File: config.mk
export PLATFORM = sky130hd
export DESIGN_NAME = im_loader
export DESIGN_NICKNAME = d
export VERILOG_FILES = /design/src/rtl/im_loader_pkg.sv /design/src/rtl/im_word_packer.sv /design/src/rtl/im_loader.sv
export SDC_FILE = /design/constraint.sdc
export NUM_CORES = 1
export LEC_CHECK = 0
export BUFFER_PORTS_ARGS = -buffer_cell sky130_fd_sc_hd__buf_2
export CORE_UTILIZATION = 57
export DETAILED_ROUTE_END_ITERATION = 8
export HOLD_SLACK_MARGIN = 0.12
export MAX_ROUTING_LAYER = met4
export PLACE_DENSITY = 0.8
export SETUP_SLACK_MARGIN = 0.15
export SYNTH_ARGS = -nofsm -noshare
export SYNTH_HDL_FRONTEND = slang
export SYNTH_SLANG_ARGS = --single-unit
File: constraint.sdc
create_clock -name clk -period 2.7 [get_ports clk]
set_clock_uncertainty 0.2 [all_clocks]
set_input_delay 0.81 -clock clk [delete_from_list [all_inputs] [get_ports clk]]
set_output_delay 0.81 -clock clk [all_outputs]
set_load 0.02 [all_outputs]
File: src/rtl/im_loader_pkg.sv
// ----------------------------------------------------------------------------
// im_loader_pkg
//   Shared definitions for the instruction-memory loader.
//   - CPU run-state encodings driven on curr_state. The fetch and control
//     units decode the same values, so they must not change here alone.
//   - Loader FSM state encoding.
// ----------------------------------------------------------------------------
package im_loader_pkg;

    // CPU run state carried on curr_state
    localparam logic [1:0] CPU_IDLE = 2'b00;
    localparam logic [1:0] CPU_RUN  = 2'b01;

    // Loader FSM states
    typedef enum logic [2:0] {
        S_IDLE  = 3'd0,
        S_LEN   = 3'd1,
        S_DATA  = 3'd2,
        S_WRITE = 3'd3,
        S_RUN   = 3'd4
    } ld_state_t;

endpackage

File: src/rtl/im_word_packer.sv
// ----------------------------------------------------------------------------
// im_word_packer
//   Packs host bytes into 32-bit words, MSB first.
//   The first three bytes of a word are held in a 24-bit shift register; the
//   fourth byte is never stored here. word_o is the word as it stands once
//   the byte currently on byte_i is shifted in, so the consumer can register
//   the complete word on the same edge that accepts the 4th byte.
//
// Ports:
//   clk         in   system clock
//   rst_n       in   asynchronous active-low reset
//   shift_en_i  in   shift byte_i in on this edge
//   clear_i     in   drop any partial word and restart at byte 0
//   byte_i      in   incoming byte
//   word_o      out  {held bytes, byte_i}
//   word_full_o out  this shift completes a word
// ----------------------------------------------------------------------------
module im_word_packer (
    input  logic        clk,
    input  logic        rst_n,
    input  logic        shift_en_i,
    input  logic        clear_i,
    input  logic [7:0]  byte_i,
    output logic [31:0] word_o,
    output logic        word_full_o
);

    logic [23:0] hold_q, hold_d;
    logic [1:0]  cnt_q,  cnt_d;

    always_comb begin
        hold_d = hold_q;
        cnt_d  = cnt_q;
        if (clear_i) begin
            hold_d = '0;
            cnt_d  = '0;
        end else if (shift_en_i) begin
            hold_d = {hold_q[15:0], byte_i};
            // 2-bit counter wraps 3 -> 0 as the word completes
            cnt_d  = cnt_q + 2'd1;
        end
    end

    always_ff @(posedge clk or negedge rst_n) begin
        if (!rst_n) begin
            hold_q <= '0;
            cnt_q  <= '0;
        end else begin
            hold_q <= hold_d;
            cnt_q  <= cnt_d;
        end
    end

    assign word_o      = {hold_q, byte_i};
    assign word_full_o = shift_en_i && !clear_i && (cnt_q == 2'd3);

endmodule

File: src/rtl/im_loader.sv
// ----------------------------------------------------------------------------
// im_loader
//   Host-facing writer for the instruction memory. Receives a length byte L
//   followed by 4*(L+1) data bytes over a valid/ready byte link, packs them
//   MSB first and writes one word per 5 cycles at word addresses 0..L.
//   Holds curr_state at IDLE (fetch PC parked at 0) while loading and switches
//   to RUN once the last word is written. A stalled host link aborts the load
//   after TIMEOUT_CYC idle cycles and raises the sticky load_err.
//
// Ports (all outputs registered):
//   clk, rst_n    clock, asynchronous active-low reset
//   load_start    pulse: begin a new load (honoured in IDLE and RUN only)
//   rx_data/rx_valid/rx_ready   host byte handshake
//   im_wea/im_addr/im_din       IM write port, one-cycle pulse per word
//   curr_state    CPU run state (CPU_IDLE / CPU_RUN)
//   load_done     pulse on the first RUN cycle after a complete load
//   load_err      sticky timeout flag, cleared by load_start
//   words_loaded  words written by the current or last load (0..256)
// ----------------------------------------------------------------------------
module im_loader
    import im_loader_pkg::*;
#(
    parameter int ADDR_W      = 8,
    parameter int TIMEOUT_CYC = 1024
) (
    input  logic              clk,
    input  logic              rst_n,
    input  logic              load_start,
    input  logic [7:0]        rx_data,
    input  logic              rx_valid,
    output logic              rx_ready,
    output logic              im_wea,
    output logic [ADDR_W-1:0] im_addr,
    output logic [31:0]       im_din,
    output logic [1:0]        curr_state,
    output logic              load_done,
    output logic              load_err,
    output logic [ADDR_W:0]   words_loaded
);

    localparam int TW = (TIMEOUT_CYC > 2) ? $clog2(TIMEOUT_CYC) : 1;
    localparam logic [TW-1:0] TMO_MAX = TW'(TIMEOUT_CYC - 1);

    ld_state_t         state_q, state_d;
    logic [ADDR_W-1:0] idx_q,   idx_d;    // word index of the next write
    logic [ADDR_W-1:0] len_q,   len_d;    // L: index of the final word
    logic [TW-1:0]     tmo_q,   tmo_d;
    logic              rx_ready_q, rx_ready_d;
    logic              wea_q,   wea_d;
    logic [ADDR_W-1:0] addr_q,  addr_d;
    logic [31:0]       din_q,   din_d;
    logic [1:0]        curr_q,  curr_d;
    logic              done_q,  done_d;
    logic              err_q,   err_d;
    logic [ADDR_W:0]   words_q, words_d;

    logic        accept;
    logic        pk_shift, pk_clear, pk_full;
    logic [31:0] pk_word;

    assign accept = rx_valid && rx_ready_q;

    im_word_packer u_packer (
        .clk         (clk),
        .rst_n       (rst_n),
        .shift_en_i  (pk_shift),
        .clear_i     (pk_clear),
        .byte_i      (rx_data),
        .word_o      (pk_word),
        .word_full_o (pk_full)
    );

    always_comb begin
        state_d  = state_q;
        idx_d    = idx_q;
        len_d    = len_q;
        tmo_d    = tmo_q;
        addr_d   = addr_q;
        din_d    = din_q;
        err_d    = err_q;
        words_d  = words_q;
        wea_d    = 1'b0;
        done_d   = 1'b0;
        pk_shift = 1'b0;
        pk_clear = 1'b0;

        case (state_q)
            S_IDLE, S_RUN: begin
                if (load_start) begin
                    state_d  = S_LEN;
                    idx_d    = '0;
                    tmo_d    = '0;
                    err_d    = 1'b0;
                    words_d  = '0;
                    pk_clear = 1'b1;
                end
            end
            S_LEN: begin
                if (accept) begin
                    len_d   = rx_data;
                    tmo_d   = '0;
                    state_d = S_DATA;
                end else if (tmo_q == TMO_MAX) begin
                    state_d = S_IDLE;
                    err_d   = 1'b1;
                    tmo_d   = '0;
                end else begin
                    tmo_d = tmo_q + TW'(1);
                end
            end
            S_DATA: begin
                if (accept) begin
                    pk_shift = 1'b1;
                    tmo_d    = '0;
                    if (pk_full) begin
                        // Register the write now so im_wea lands in S_WRITE
                        state_d = S_WRITE;
                        wea_d   = 1'b1;
                        addr_d  = idx_q;
                        din_d   = pk_word;
                    end
                end else if (tmo_q == TMO_MAX) begin
                    // Abort: the partial word is dropped, written words stay
                    state_d  = S_IDLE;
                    err_d    = 1'b1;
                    tmo_d    = '0;
                    pk_clear = 1'b1;
                end else begin
                    tmo_d = tmo_q + TW'(1);
                end
            end
            S_WRITE: begin
                idx_d   = idx_q + ADDR_W'(1);
                words_d = words_q + (ADDR_W+1)'(1);
                if (idx_q == len_q) begin
                    state_d = S_RUN;
                    done_d  = 1'b1;
                end else begin
                    state_d = S_DATA;
                end
            end
            default: state_d = S_IDLE;
        endcase

        // Registered outputs follow the state being entered
        rx_ready_d = (state_d == S_LEN) || (state_d == S_DATA);
        curr_d     = (state_d == S_RUN) ? CPU_RUN : CPU_IDLE;
    end

    always_ff @(posedge clk or negedge rst_n) begin
        if (!rst_n) begin
            state_q    <= S_IDLE;
            idx_q      <= '0;
            len_q      <= '0;
            tmo_q      <= '0;
            rx_ready_q <= 1'b0;
            wea_q      <= 1'b0;
            addr_q     <= '0;
            din_q      <= '0;
            curr_q     <= CPU_IDLE;
            done_q     <= 1'b0;
            err_q      <= 1'b0;
            words_q    <= '0;
        end else begin
            state_q    <= state_d;
            idx_q      <= idx_d;
            len_q      <= len_d;
            tmo_q      <= tmo_d;
            rx_ready_q <= rx_ready_d;
            wea_q      <= wea_d;
            addr_q     <= addr_d;
            din_q      <= din_d;
            curr_q     <= curr_d;
            done_q     <= done_d;
            err_q      <= err_d;
            words_q    <= words_d;
        end
    end

    assign rx_ready     = rx_ready_q;
    assign im_wea       = wea_q;
    assign im_addr      = addr_q;
    assign im_din       = din_q;
    assign curr_state   = curr_q;
    assign load_done    = done_q;
    assign load_err     = err_q;
    assign words_loaded = words_q;

endmodule

After elaboration in Yosys (flattened, before gate mapping)
Cells that the tools add are included.
Widths: inputs -> output; s select.
{"block": "classes", "n_addsub": 4, "n_eq_ne": 13, "muxes": 35, "n_reduce_logical": 16}
{"op": "$mux 24", "count": 2}
{"op": "$mux 10", "count": 3}
{"op": "$pmux 10 s2", "count": 1}
{"op": "$mux 3", "count": 6}
{"op": "$pmux 9 s2", "count": 1}
{"op": "$pmux 8 s2", "count": 1}
{"op": "$mux 1", "count": 14}
{"op": "$pmux 3 s4", "count": 1}
{"op": "$add 10x1->10 const B", "count": 1}
{"op": "$eq 10x10->1 const B", "count": 1}
{"op": "$add 9x1->9 const B", "count": 1}
{"op": "$eq 3x2->1 const B", "count": 3}
{"op": "$mux 9", "count": 1}
{"op": "$add 8x1->8 const B", "count": 1}
{"op": "$eq 8x8->1", "count": 1}
{"op": "$mux 8", "count": 1}
{"op": "$eq 3x1->1 const B", "count": 2}
{"op": "$eq 3x3->1 const B", "count": 2}
{"op": "$reduce_and 2->1", "count": 3}
{"op": "$reduce_bool 2->1", "count": 3}
{"op": "$mux 2", "count": 2}
{"op": "$ne 2x2->1 const B", "count": 2}
{"op": "$pmux 1 s2", "count": 2}
{"op": "$reduce_and 4->1", "count": 1}
{"op": "other kinds (9)", "count": 12}
{"block": "word_totals", "ff_bits": 109, "input_bits": 12, "output_inout_bits": 55, "wordCells": 82}

Depth between registers and ports, before layout
Gate-level depths: netlist (run 1).
{"block": "logic_depth", "ltp_word": 12, "ltp_mapped": 8, "ltp_nobuf": 5}

Cells and area by module
From an unflattened synthesis (run 1), not the netlist that was laid out.
{"block": "hier_totals", "hier_cells": 388, "hier_area_um2": 4835.9}
{"mod": "im_loader", "n_inst": 1, "cells_each": 293, "area_per_inst_um2": 3679.8, "seq_area_each_um2": 2077.0}
{"mod": "im_word_packer", "n_inst": 1, "cells_each": 95, "area_per_inst_um2": 1156.1, "seq_area_each_um2": 650.6}

Worst setup path before layout (run 1)
Ideal clock, no wire load.
{"block": "synth_timing", "path_kind": "input port to flip-flop", "start": "input rx_valid", "end": "register din_q[2], in the netlist im_din[2]", "setup_time_ps": 125, "arrival_ps": 1944, "required_time_ps": 2375, "setup_slack_ps": 432, "stages": 6, "n_path_buf": 3, "path_cell_list": "and2_0 -> clkbuf_1 -> and3_1 -> buf_2 -> buf_4 -> mux2_2"}
{"block": "synth_via", "elab_chain_cells": 7, "word_cells_on_any_way": 9, "classes_between": "mux: 4; reduce/logical: 5"}
{"item": "start, declared", "line_no": "im_loader.sv:30", "rtl": "input logic rx_valid,"}
{"item": "$logic_and 1x1->1 *", "line_no": "im_loader.sv:61", "rtl": "assign accept = rx_valid && rx_ready_q;"}
{"item": "$mux 1", "line_no": "im_loader.sv:112", "rtl": "if (accept) begin"}
{"item": "$pmux 1 s2", "line_no": "im_loader.sv:87", "rtl": "case (state_q)"}
{"item": "$logic_not 1->1", "line_no": "im_word_packer.sv:55", "rtl": "assign word_full_o = shift_en_i && !clear_i && (cnt_q == 2'd3);"}
{"item": "$logic_and 1x1->1 (2 in series)", "line_no": "im_word_packer.sv:55"}
{"item": "$reduce_and 3->1 (no source line) *"}
{"item": "end signal, assigned", "line_no": "im_loader.sv:172", "rtl": "din_q <= din_d;"}
{"item": "end, declared", "line_no": "im_loader.sv:51", "rtl": "logic [31:0] din_q, din_d;"}
Every way passes the cells marked *; elsewhere a longest branch is shown, timed or not.
A chain may end at the register's enable or synchronous reset.

Final worst setup path (run 1)
{"block": "layout_timing", "start": "register tmo_q[0]", "end": "register u_packer.cnt_q[0]"}
{"block": "layout_via", "elab_chain_cells": 5, "word_cells_on_any_way": 6, "classes_between": "eq/ne: 1; mux: 4; reduce/logical: 1"}
{"item": "start, declared", "line_no": "im_loader.sv:47", "rtl": "logic [TW-1:0] tmo_q, tmo_d;"}
{"item": "start signal, assigned", "line_no": "im_loader.sv:168", "rtl": "tmo_q <= tmo_d;"}
{"item": "$eq 10x10->1 *", "line_no": "im_loader.sv:122", "rtl": "end else if (tmo_q == TMO_MAX) begin"}
{"item": "$mux 1 *", "line_no": "im_loader.sv:122"}
{"item": "$mux 1 *", "line_no": "im_loader.sv:112"}
{"item": "$pmux 1 s2 *", "line_no": "im_loader.sv:87"}
{"item": "$mux 2 or $reduce_bool 2->1 (tied branches)"}
{"item": "end signal, assigned", "line_no": "im_word_packer.sv:50", "rtl": "cnt_q <= cnt_d;"}
{"item": "end, declared", "line_no": "im_word_packer.sv:29", "rtl": "logic [1:0] cnt_q, cnt_d;"}
Marked as above.

==> results summary, run 1 <==
The flow ran to the end, and the final reports show no timing, DRC or antenna violations. At the worst endpoint, the required time is 2760 ps. The count of fill cells added during filler insertion came out at 587. The first-pass GRT wire length came out at 14,960 um. The final net count is 429. The number of nets in the synthesized netlist came out at 366. The final routed DRC violation total is 0. The wire-length estimate of the detail-placed layout is 6158 um.

The chip width came out at 91.76 um. The maximum clock insertion buffer count came out at 2. The number of global-route vias before repair came out at 2,972. Cells with a size suffix above 1 make up 34.53% of the layout.

The worst setup path is of the flop to flop kind. The final worst setup slack is 347.4 ps. The pre-antenna-repair detailed-routing pass consisted of 4 iterations.

The maximum clock frequency came out at 425.1 MHz. The max-slew violation total from the final report came out at 0. TritonCTS built the clock tree. Buffers inserted to repair hold after CTS numbered 0.

The mean instance size in the synthesized netlist came out at 13.12 um2. The area enclosed by the die boundary is 8419 um2. The nature of the critical path startpoint is a flop. The kind of capture point of the worst setup path is a flop. The area of placed instances is 5014 um2. The internal power of the cells totals 2.783 mW.

The arrival time reported for the critical path endpoint is 2410 ps. The first routing iteration left 185 violations. The combinational share of power is 27.9%.

During synthesis, Yosys emitted a total of 0 warnings. The post-synthesis cell area came out at 4592 um2. The number of enable flip-flop cells after synthesis is 0. The power spent charging and discharging nets came out at 1.435 mW. The number of antenna cells inserted came out at 0.

The wire length per cell after detailed routing came out at 17.08 um. The clock network power share came out at 20.2%. The power per cell area came out at 815.5 nW/um2. The via total after detailed routing came out at 3,043. The post-route cell area came out at 5172 um2. The max-capacitance violation count came out at 0. In this run the tightest slew margin relative to its limit is 40.05%.

The worst-skew pair later-pin latency is 370 ps. The number of setup violations in the final report came out at 0. The clock period minus final worst setup slack came out at 2353 ps. The H-tree generated during clock tree synthesis spans 3 levels. The remaining number of nets flagged by the antenna check after routing came out at 0. The sink count of the clock tree is 109. After detailed routing, the total wire length is 8867 um.

The type of the tightest min-delay check is primary input to async pin. The congestion estimate from routability-driven global placement came to 0.8403. At the pin with the least slew margin, the transition time is 899.2 ps. The initial antenna violation count is 0. In this run the post-CTS setup repair buffer count came out at 0.

The number of distinct library cells after synthesis is 48. Ranked by total cell area, the synthesized netlist is headed by sky130_fd_sc_hd__dfrtp_1, sky130_fd_sc_hd__mux2_2, sky130_fd_sc_hd__a22o_1, sky130_fd_sc_hd__mux2i_1, sky130_fd_sc_hd__nand2_1. The count of mapped cells out of synthesis is 350. IR analysis of the VDD net gives a maximum drop of 0.5033 mV. The number of top-level pins is 67. The static leakage is 2.699 nW. The area taken by multi-input logic gates came out at 1703 um2. Sequential cells account for 51.8% of the total power.

Entering global routing, the biggest net connects 44 pins. The top-area cell type share of the netlist area came out at 59.40%. The sequential-to-total area share from yosys stat is 59.40%. In this run, synthesis produced a sequential element count of 109. The starting density of the core came out at 59.12%. The final number of hold-violating endpoints is 0.

The placement-stage worst setup slack came out at 272.1 ps. The vertical die dimension is 91.76 um. Setup repair after global routing left no endpoint under its margin. The most used flip-flop cell after synthesis is sky130_fd_sc_hd__dfrtp_1. The number of standard-cell rows in the floorplan came out at 32. From synthesis to final layout, the design area changed by 12.64%. The area inside the core boundary came out at 7767 um2.

Along the worst path, the maximum fanout reaches 26. The switching fraction of total power is 34.02%. The aggregate global routing overflow came out at 0. The proportion of register bits with asynchronous set or reset after synthesis is 100.0%. The period utilization is 87.13%. Buffers inserted during clock tree synthesis total 9. The count of cells resized by post-cts repair is 0. The routed via count divided by cell count came out at 5.863. The root buffer cell is sky130_fd_sc_hd__clkbuf_8.

The clock-pin slew reported for the worst setup and hold paths after clock tree synthesis came out at 100 ps. The biggest area contributor in the post-synthesis netlist is sky130_fd_sc_hd__dfrtp_1. The count of input and output buffers came out at 65. The setup TNS is 0 ps. The sequential cells in the finished layout cover a total of 2728 um2. Global routing consumed, over all layers together, 23.71% of the routing resources.
-- layout by cell type (no fill, tap or decap), drive strengths merged, types with 4 or more instances in the layout --
cell,Yosys,final
a22o,27,27
a31o,4,4
a31oi,8,8
and3,5,5
buf,17,75
clkbuf,6,12
dfrtp,109,109
ha,4,4
inv,4,4
mux2,49,49
mux2i,9,9
nand2,24,24
nand3,10,10
nand4,4,4
nor2,6,6
nor3,4,4
o21ai,12,12
xor2,8,8
-- critical path: stages, from the launching register on --
cell	delay, ps
sky130_fd_sc_hd__dfrtp_1	440
sky130_fd_sc_hd__ha_1	210
sky130_fd_sc_hd__and3_1	350
sky130_fd_sc_hd__nand4_4	250
sky130_fd_sc_hd__a31o_1	300
sky130_fd_sc_hd__buf_4	220
sky130_fd_sc_hd__mux2_2	290
-- through the flow --
stage / instances / hold WS, ps / utilization, % / power (mW)
2_1_floorplan: 350 / 260.3 / - / 3.036
3_3_place_gp: 504 / 256.0 / 64.55 / 3.309
3_5_place_dp: 504 / 270.2 / 64.55 / 3.394
4_1_cts: 519 / 191.4 / 66.59 / 4.239
5_1_grt: 519 / 200.6 / 66.59 / 4.463
6_report: 519 / 176.6 / 66.59 / 4.218
-- cell type report --
type / instances / area share [%]
Clock buffer: 12 / 2.612
Clock inverter: 3 / 0.4596
Inverter: 4 / 0.2903
Multi-Input combinational cell: 214 / 32.92
Sequential cell: 109 / 52.73
Tap cell: 102 / 2.467
Timing Repair Buffer: 75 / 8.515
-- power by group through the flow --
stage,registers [mW],logic [mW],clock network [mW]
after floorplan,2.20,0.841,0
after global placement,2.20,1.11,0
after detailed placement,2.21,1.18,0
after CTS,2.18,1.18,0.874
after global routing,2.23,1.30,0.931
final,2.19,1.18,0.854
-- metal layers --
layer  track usage (%)  share of wire [%]
met1             31.99                 45
met2             36.28                 49
met3             4.561                4.5
met4             8.724                1.8
met5                 -                  0
-- synthesized netlist by cell type (5+ instances only) --
cell	number
sky130_fd_sc_hd__a22o_1	27
sky130_fd_sc_hd__mux2i_1	9
sky130_fd_sc_hd__nand3_1	10
sky130_fd_sc_hd__buf_4	6
sky130_fd_sc_hd__and3_1	5
sky130_fd_sc_hd__nor2_1	6
sky130_fd_sc_hd__buf_2	7
sky130_fd_sc_hd__dfrtp_1	109
sky130_fd_sc_hd__nand2_1	24
sky130_fd_sc_hd__a31oi_1	8
sky130_fd_sc_hd__clkbuf_1	6
sky130_fd_sc_hd__xor2_1	8
sky130_fd_sc_hd__mux2_2	49
sky130_fd_sc_hd__o21ai_0	11
-- flip-flops by register name, summed over array words and instances, names as in the netlist --
signal and cells:
im_addr 8, idx_q 8, state_q 3, u_packer.hold_q 24
curr_state 1, im_wea 1, load_done 1, load_err 1
rx_ready 1, len_q 8, im_din 32, words_loaded 9
tmo_q 10, u_packer.cnt_q 2
-- cell families (layout without fill, tap and decap cells) --
group                      after synthesis  in the layout  synth area share (%)
DFF                                    109            109                 59.40
and+or+nand+nor                         74             74                 9.129
AOI/OAI and AO/OA                       68             68                 11.06
muxes                                   58             58                 13.98
buffers and inverters                   27             94                 3.542
xor gates and xnor gates                 9              9                 1.717
adders and majority gates                4              4                 1.090
other                                    1              1               0.08167
-- worst paths after layout --
| check | start | to | slack [ps] | depth (start not counted) |
|---|---|---|---|---|
| min in group clk | words_loaded[8] | words_loaded[8] | 280 | 1 |
| worst max register to register | tmo_q[0] | u_packer.cnt_q[0] | 350 | 6 |
| max in group asynchronous | rst_n | u_packer.hold_q[23] | 1550 | 2 |
| worst min register to register | words_loaded[8] | words_loaded[8] | 280 | 1 |
| worst min-delay path | rst_n | load_err | 180 | 1 |
| worst max-delay path | tmo_q[0] | u_packer.cnt_q[0] | 350 | 6 |
Note: power is estimated with default switching activity, not from simulation.
==> inputs of run 2 (changes only) <==
- SKIP_LAST_GASP: unset -> 1
- clock period: 2.7 -> 2.2 ns (I/O delays scaled with it)
==> results summary, run 2 (synthesis results as in run 1) <==
Worst-path cell chain: ha_2, and3_4, nand4_4, a31o_1, buf_4, a22o_1 (was ha_1, and3_1, nand4_4, a31o_1, buf_4, mux2_2). The maximum fanout count along the critical path is 15 (was 26). The count of buffering cells on the critical path with inverters included is 1 (unchanged). Most frequent cells in the layout: sky130_fd_sc_hd__dfrtp_1, sky130_fd_sc_hd__buf_2, sky130_fd_sc_hd__mux2_2 (unchanged). The number of flip-flops in the largest register came out at 32 (unchanged). The vertical die dimension is 91.76 um (unchanged). The number of global-route vias before repair came to 3,029 (was 2,972). The wire length on met3 came to 302 um (was 398 um). The family with the most delay on the worst path was compound AO/OA/AOI/OAI gates (was simple AND/OR/NAND/NOR gates). The stage delay of the slowest cell on the critical path is 420 ps (was 440 ps). The kind of capture point of the worst setup path was a flop (unchanged).

The cell with the biggest individual delay on the critical path is sky130_fd_sc_hd__dfrtp_1 (unchanged). The routed length on met1 is 4190 um (was 3969 um). The clock network power share came out at 21.0% (was 20.2%). The area enclosed by the die boundary came out at 8419 um2 (unchanged). The root buffer cell is sky130_fd_sc_hd__clkbuf_8 (unchanged). The type of the tightest min-delay check is flop to flop (was primary input to async pin). The count of input and output buffers was 65 (unchanged).

The start point of the critical path is tmo_q[0] (unchanged). The first-iteration detailed-routing DRC count is 185 (unchanged). The power spent charging and discharging nets is 1.853 mW (was 1.435 mW).

The startpoint identified for the worst hold timing path is words_loaded[8]. The worst relative slew slack was 65.94% (was 40.05%). The power per cell area was 1007 nW/um2 (was 815.5 nW/um2). The critical path class is flop to flop (unchanged). The maximum number of pins on one net before global-route repair came to 36 (was 44). The maximum clock frequency came to 507.2 MHz (was 425.1 MHz). The arrival time reported for the critical path endpoint is 2030 ps (was 2410 ps).

The share of total power in sequential cells came out at 50.1% (was 51.8%). The total met2 wirelength after detailed routing is 4392 um (was 4339 um). The actual transition at the worst max-transition pin is 510.8 ps (was 899.2 ps). The first-pass GRT wire length came to 15,240 um (was 14,960 um). The remaining number of nets flagged by the antenna check after routing came out at 0 (unchanged). The worst hold path terminates at words_loaded[8]. The terminus of the critical flop-to-flop path is u_packer.hold_q[7] (was u_packer.cnt_q[0]). The aggregate global routing overflow came out at 0 (unchanged). The setup TNS is 0 ps (unchanged). The count of fill cells added during filler insertion is 577 (was 587). The uppermost signal routing layer after detailed routing is met4 (unchanged). The sink count of the clock tree came out at 109 (unchanged).

The chip width was 91.76 um (unchanged). The core occupancy in the finished layout came out at 68.70% (was 66.59%). The share of final-layout standard cells stronger than drive strength 1 is 37.44% (was 34.53%). The launch instance of the worst register-to-register path is tmo_q[0] (unchanged). The total routing resource utilization after global routing came out at 24.06% (was 23.71%). The area inside the core boundary is 7767 um2 (unchanged). The clock-pin slew reported for the worst setup and hold paths after clock tree synthesis was 100 ps (about the same). The initial antenna violation count came out at 0 (unchanged). The number of antenna cells inserted came out at 0 (unchanged).

The combinational share of power is 28.9% (was 27.9%). The final weighted congestion of routability-driven global placement came out at 0.8544 (was 0.8403). The static leakage came out at 2.781 nW (was 2.699 nW). The internal power summed over all cells came out at 3.520 mW (was 2.783 mW).

The period utilization came out at 89.62% (was 87.13%). The total wire length came out at 9109 um (was 8867 um). The worst-skew pair later-pin latency came out at 370 ps (about the same). The number of standard-cell rows in the floorplan is 32 (unchanged). Outcome: finished, final reports clean (unchanged).

The wire length per cell after detailed routing is 17.12 um (was 17.08 um). Unrepaired setup endpoints after global routing: false (unchanged). The required time reported for the critical path endpoint came to 2250 ps (was 2760 ps).

The number of H-tree branching levels came out at 3 (unchanged). The area of placed instances is 5119 um2 (was 5014 um2). The post-route cell area was 5336 um2 (was 5172 um2). The CTS tree was done (unchanged).

The most common library cell in the layout ignoring fill and taps was sky130_fd_sc_hd__dfrtp_1 (unchanged). The final number of hold-violating endpoints came to 0 (unchanged). The number of top-level pins came out at 67 (unchanged).

The switching fraction of total power came to 34.48% (was 34.02%). The routed via count divided by cell count came to 5.823 (was 5.863). The worst vdd rail ir drop is 0.6415 mV (was 0.5033 mV). The max-capacitance violation count came out at 0 (unchanged). The starting density of the core came out at 59.12% (unchanged). The depth of the worst register-to-register path is 6 (unchanged).

The via total after detailed routing is 3,098 (was 3,043). The final routed DRC violation total came out at 0 (unchanged). The synthesis-to-layout area growth came out at 16.21% (was 12.64%). Counting instances, the worst hold path has a depth of 1. The half-perimeter wire length of the detailed placement result came to 6366 um (was 6158 um). The number of buffers inserted during clock tree synthesis is 9 (unchanged). The max-slew violation total from the final report came out at 0 (unchanged). The maximum clock insertion buffer count came to 2 (unchanged). The register-to-register path setup slack is 230 ps (was 350 ps). The clock period minus final worst setup slack is 1972 ps (was 2353 ps). The total iterations of the first detailed-routing run is 4 (unchanged).

The final net count is 441 (was 429). The number of setup violations in the final report is 0 (unchanged). The nature of the critical path startpoint is a flop (unchanged).
## run 2: cell types whose count changed in the layout (fill, tap and decap cells not counted), sizes merged
cell,delta
clkinv,+2
clkbuf,-2
clkinvlp,-1
dlygate4sd3,+1
buf,+11
inv,+2
## run 2: power groups by stage
stage	Sequential, mW	Clock (mW)	Combinational (mW)
floorplan	2.69	0	1.03
global placement	2.70	0	1.45
detailed placement	2.72	0	1.52
CTS	2.68	1.16	1.54
global route	2.74	1.22	1.72
finish	2.69	1.13	1.55
## run 2: worst max path at each step
| stage | endpoint | slack [ps] | depth (start not counted) |
|---|---|---|---|
| 6_report | u_packer.hold_q[7] | 230 | 6 |
| 3_5_place_dp | im_din[17] | 7 | 5 |
| 3_3_place_gp | im_din[20] | 50 | 5 |
| 5_1_grt | u_packer.hold_q[9] | 150 | 6 |
| 2_1_floorplan | im_din[2] | 170 | 6 |
| 4_1_cts | u_packer.hold_q[7] | 180 | 6 |
## run 2: timing repair
| action | CTS | global route |
|---|---|---|
| buffers inserted | 0 | 2 |
| hold buffers | 1 | 0 |
| gates resized for setup | 2 | 2 |
| setup endpoints to repair | 25 | 17 |
| endpoints found under the hold margin | 32 | 0 |
## run 2: metrics by stage
stage,hold WS [ps],worst slack (ps),power [mW],std cells
after global placement,254.9,47.10,4.150,513
final,285.2,228.3,5.373,532
after global routing,308.0,149.9,5.680,532
after floorplan,164.4,167.9,3.728,350
after detailed placement,270.6,6.570,4.241,513
after CTS,285.5,184.9,5.378,530
## run 2: area by class of cell
cell class | count | area (um2) | area share, %
sequential | 109 | 2728 | 51.11
multi-input combinational | 214 | 1712 | 32.07
timing repair buffer | 87 | 570.5 | 10.69
clock buffer | 10 | 127.6 | 2.392
tap | 102 | 127.6 | 2.392
clock inverter | 6 | 56.30 | 1.055
inverter | 4 | 15.01 | 0.2814
## run 2: worst register-to-register path: stages, from the launching register on
cell and delay [ps]:
sky130_fd_sc_hd__dfrtp_1 420, sky130_fd_sc_hd__ha_2 220, sky130_fd_sc_hd__and3_4 250, sky130_fd_sc_hd__nand4_4 110, sky130_fd_sc_hd__a31o_1 270, sky130_fd_sc_hd__buf_4 200
sky130_fd_sc_hd__a22o_1 200
## run 2: layer usage
metal | global-route usage, % | vias up
li1 | - | 1432
met2 | 37.16 | 77
met4 | 10.03 | 0
met1 | 32.75 | 1572
met3 | 2.985 | 17
met5 | - | -
